### config.mk
export PLATFORM = sky130hd
export DESIGN_NAME = mul_iter
export DESIGN_NICKNAME = d
export VERILOG_FILES = /design/src/rtl/mul_iter.sv
export SDC_FILE = /design/constraint.sdc
export NUM_CORES = 1
export LEC_CHECK = 0
export ABC_AREA = 1
export CORE_ASPECT_RATIO = 1.5
export CORE_MARGIN = 2
export CORE_UTILIZATION = 55
export DETAILED_ROUTE_END_ITERATION = 16
export PLACE_DENSITY = 0.86
export SLEW_MARGIN = 20
export SYNTH_ARGS = -nofsm -noshare
export SYNTH_HDL_FRONTEND = slang
export SYNTH_SLANG_ARGS = --single-unit
### constraint.sdc
create_clock -name clk -period 9.71 [get_ports clk]
set_input_delay 1.942 -clock clk [delete_from_list [all_inputs] [get_ports clk]]
set_output_delay 1.942 -clock clk [all_outputs]
set_load 0.05 [all_outputs]
### src/rtl/mul_iter.sv
// Iterative N x N multiplier, signed or unsigned per operation, retiring R multiplier bits per cycle.
// Latency: ITER = ceil(N/R) cycles from the accepting edge to out_valid; minimum initiation interval ITER+2.
// Backpressure: one operation in flight; in_ready only in IDLE, and the result is held in DONE until out_ready.
module mul_iter #(
    parameter int N = 23,
    parameter int R = 1
) (
    input  logic           clk,
    input  logic           rst,
    input  logic           in_valid,
    output logic           in_ready,
    input  logic [N-1:0]   x,
    input  logic [N-1:0]   y,
    input  logic           sgn,
    output logic           out_valid,
    input  logic           out_ready,
    output logic [2*N-1:0] z,
    output logic           busy
);

    localparam int ITER = (N + R - 1) / R;
    localparam int MW   = ITER * R;
    localparam int CW   = (ITER > 1) ? $clog2(ITER) : 1;
    localparam logic [CW-1:0] LAST = CW'(ITER - 1);

    typedef enum logic [1:0] {IDLE, CALC, DONE} state_t;

    state_t         state;
    state_t         state_nxt;
    logic [2*N-1:0] acc;
    logic [2*N-1:0] mcand;    // |x|, pre-shifted to the weight of the current digit
    logic [MW-1:0]  mplier;   // |y|, shifted right so the current digit sits at the bottom
    logic [CW-1:0]  cnt;
    logic           neg;

    logic [N-1:0]   x_mag;
    logic [N-1:0]   y_mag;
    logic [2*N-1:0] pp;
    logic [2*N-1:0] acc_sum;
    logic           accept;
    logic           last;

    // Operand magnitudes and the partial-product sum for this iteration.
    // -2^(N-1) negates to itself, which reads correctly as the unsigned magnitude 2^(N-1).
    always_comb begin
        x_mag   = (sgn && x[N-1]) ? -x : x;
        y_mag   = (sgn && y[N-1]) ? -y : y;
        accept  = in_valid && (state == IDLE);
        last    = (cnt == LAST);
        pp      = mcand * (2*N)'(mplier[R-1:0]);
        acc_sum = acc + pp;
    end

    // State register; reset aborts any operation in flight.
    always_ff @(posedge clk or negedge rst) begin
        if (!rst) begin
            state <= IDLE;
        end else begin
            state <= state_nxt;
        end
    end

    // Next-state logic and handshake outputs.
    always_comb begin
        state_nxt = state;
        in_ready  = 1'b0;
        out_valid = 1'b0;
        busy      = 1'b1;
        case (state)
            IDLE: begin
                in_ready = 1'b1;
                busy     = 1'b0;
                if (in_valid) begin
                    state_nxt = CALC;
                end
            end
            CALC: begin
                if (last) begin
                    state_nxt = DONE;
                end
            end
            DONE: begin
                out_valid = 1'b1;
                if (out_ready) begin
                    state_nxt = IDLE;
                end
            end
            default: begin
                state_nxt = IDLE;
            end
        endcase
    end

    // Datapath: capture magnitudes on accept, accumulate one digit per CALC cycle,
    // and apply the sign to the final sum as it is loaded into z.
    always_ff @(posedge clk or negedge rst) begin
        if (!rst) begin
            acc    <= '0;
            mcand  <= '0;
            mplier <= '0;
            cnt    <= '0;
            neg    <= 1'b0;
            z      <= '0;
        end else begin
            case (state)
                IDLE: begin
                    if (accept) begin
                        mcand  <= (2*N)'(x_mag);
                        mplier <= MW'(y_mag);
                        neg    <= sgn & (x[N-1] ^ y[N-1]);
                        acc    <= '0;
                        cnt    <= '0;
                    end
                end
                CALC: begin
                    acc    <= acc_sum;
                    mcand  <= mcand << R;
                    mplier <= mplier >> R;
                    cnt    <= cnt + CW'(1);
                    if (last) begin
                        z <= neg ? -acc_sum : acc_sum;
                    end
                end
                default: begin
                end
            endcase
        end
    end

endmodule

==> flow_summary_export.csv <==
group,metric,value,unit
clocking,post-cts-setup-buffers,0,
timing,setup_viol,0,
worst_setup_path,crit_fanout,57,
floorplanning,initial_core_util,56.16,%
floorplanning,chipWidth,131.1,um
layout,syn_to_final_growth,14.30,%
worst_setup_path,slowest_stage,"nor2_4",
clocking,clock_latency,440,ps
floorplanning,die_area,25530,um^2
timing,finalSetupTns,0,ps
worst_setup_path,cp.arrival,5230,ps
global_route,grt.total_usage,32.90,%
global_route,grt_pass1_wl,66850,um
outcome,outcome,"finished, final reports clean",
clocking,cts.clk_slew.worst_paths,70,ps
logic_synthesis,synthDistinctLibCells,43,
detailed_routing,drc_errors,0,
global_route,grt_pass1_vias,13221,
timing,max_slew_margin,34.96,%
floorplanning,core_area,23740,um^2
detailed_routing,drt_iter0_markers,996,
global_route,antenna_found_initial,0,
placement,gp_congestion,0.9959,
logic_synthesis,synth.net_count,2242,
detailed_routing,wirelength,41620,um
logic_synthesis,synth_edf_count,0,
detailed_routing,wl_per_cell,16.33,um
layout,finalInstanceArea,15240,um^2
detailed_routing,via_count,13948,
logic_synthesis,synthArstFlopShare,100.0,%
worst_setup_path,end_kind,"flop",
clocking,cts-root-buf,"clkbuf_16",
timing,skew,9.888,ps
logic_synthesis,syn_area_per_cell,6.231,um^2
layout,diodes,0,
clocking,cts_buffer_depth,2,
layout,drive_gt1_share,4.664,%
power_and_ir_drop,power,5.677,mW
worst_setup_path,crit_top_cell,"buf_4",
timing,fin_crit_sh,50.78,%
worst_hold_path,hold_path.class,"flop to flop",
timing,hold_viol,0,
worst_setup_path,required,10010,ps
worst_setup_path,cp_slowest_stage_delay,720,ps
clocking,ctsHoldBuffers,0,
worst_setup_path,path_cells,"clkdlybuf4s50_1 > nand2_1 > buf_4 > clkinv_1 > nor2_4 > buf_4 > inv_2 > o211ai_1 > o21ai_0",
logic_synthesis,netlist_top_cells_area,"dfrtp_1 (32%), nand2_1 (22%), inv_1 (9.2%)",
power_and_ir_drop,irDropWorstVdd,186.9,uV
global_route,grt_overflow,0,
logic_synthesis,yosysSeqAreaShare,31.72,%
placement,placed_area,14620,um^2
timing,period_minus_slack,4930,ps
timing,fmaxAchievable,202.8,MHz
timing,slew_violations,0,
timing,worst_slack,4780,ps
clocking,cts_tree,"done",
timing,rsz0062_at_grt,"no",
logic_synthesis,netlist_area,13330,um^2
power_and_ir_drop,power.static_leakage,8.169,nW
worst_setup_path,critPathLaunchType,"primary input",
run,cap_violations,0,
logic_synthesis,yosysTopAreaCellShare,31.72,%
global_route,grt_max_degree,92,
placement,port_buffers,99,
placement,dp_slack,4374,ps
logic_synthesis,ys_warn_count,0,
clocking,post_cts_resized,0,
worst_setup_path,setup.worst_path.class,"primary input to flop",
power_and_ir_drop,pwr_density_cell,372.5,nW/um^2
floorplanning,die_y,194.7,um
logic_synthesis,netlist_instances,2140,
clocking,htree_levels,4,
layout,fin_util,64.20,%
detailed_routing,antenna_left,0,
logic_synthesis,ys.flop_type,"dfrtp_1",
clocking,cts_sinks,169,
logic_synthesis,ys_seq_elements,169,
logic_synthesis,yosysTopAreaCell,"dfrtp_1",
timing,tightestPinTransition,975.6,ps
clocking,cts_buffers,17,
layout,nets,2319,
placement,dp_hpwl,33030,um
floorplanning,ioPinCount,100,
detailed_routing,drtPass1Iterations,6,
floorplanning,num_rows,69,
detailed_routing,vias_per_cell,5.472,
## logic make-up (layout without fill, tap and decap cells)
kind of cell / count (synthesis) / count (layout) / share of synthesized area [%]
fa+ha+maj: 51 / 51 / 4.842
buf+inv: 389 / 479 / 10.99
simple gates: 1204 / 1204 / 37.29
flops: 169 / 169 / 31.72
xor+xnor: 43 / 43 / 2.825
mux: 1 / 1 / 0.07507
compound gates: 283 / 283 / 12.26
## layout by cell type, fill, tap and decap left out, types with 10 or more instances in the layout
cell               n
ha_1              50
clkdlybuf4s50_1   98
a22oi_1           41
nand2_1          779
nand4_1           18
o21bai_1          10
xnor2_1           15
inv_1            326
a21oi_1           48
nand3_1          137
clkbuf_16         17
nor2_1           193
dfrtp_1          169
xor2_1            28
o21ai_0          132
nor2_2            13
o22ai_1           27
nand2_2           17
nor3_1            18
## critical path, delay by kind of cell
kind / cells / cell delay [ps]
AOI/OAI and AO/OA: 2 / 300
buffers and inverters: 5 / 2140
and+or+nand+nor: 2 / 790
## synthesized netlist by cell type, types with 27 or more instances
cell	number
a22oi_1	41
dfrtp_1	169
o22ai_1	27
o21ai_0	132
inv_1	328
nor2_1	195
a21oi_1	48
nand2_1	779
nand3_1	137
clkbuf_1	40
xor2_1	28
ha_1	50
## metal layers
| metal | track usage (%) | part of all wire [%] |
|---|---|---|
| met5 | 0 | 0 |
| met4 | 15.46 | 4.6 |
| met2 | 55.87 | 47 |
| met3 | 4.095 | 5.9 |
| met1 | 41.79 | 42 |
## path summary, 6_finish.rpt
kind	from	endpoint	slack, ps	depth (start not counted)
max	in_valid	mcand[22]	4780	9
min	z[5]	z[5]	480	2
min in group asynchronous	rst	z[13]	1580	1
min reg2reg	z[5]	z[5]	480	2
max in group asynchronous	rst	z[43]	6580	2
max reg2reg	mplier[0]	z[45]	5500	23
## sequential cells by signal (all words and copies together) (netlist names)
register / flops
cnt: 5
mplier: 23
mcand: 46
neg: 1
z: 46
acc: 46
state: 2
## report_power, final
group	total, mW	internal (mW)	leakage (nW)	switching, mW
sequential	1.26	1.03	2.15	0.226
clock	0.725	0.395	0.307	0.330
combinational	3.69	1.11	5.72	2.58
## final cells by class
cell class,count,area (um^2)
Tap cell,319,399.1
Timing Repair Buffer,108,1060
Clock buffer,17,425.4
Inverter,339,1272
Multi-Input combinational cell,1582,7655
Fill cell,2213,8501
Clock inverter,15,200.2
Sequential cell,169,4229
## per-stage QoR
stage	instances	hold WS, ps
floorplan	2140	448.9
global placement	2517	465.7
detailed placement	2517	465.3
CTS	2549	491.5
global route	2549	511.3
finish	2549	484.6
Note: power is estimated with default switching activity, not from simulation.
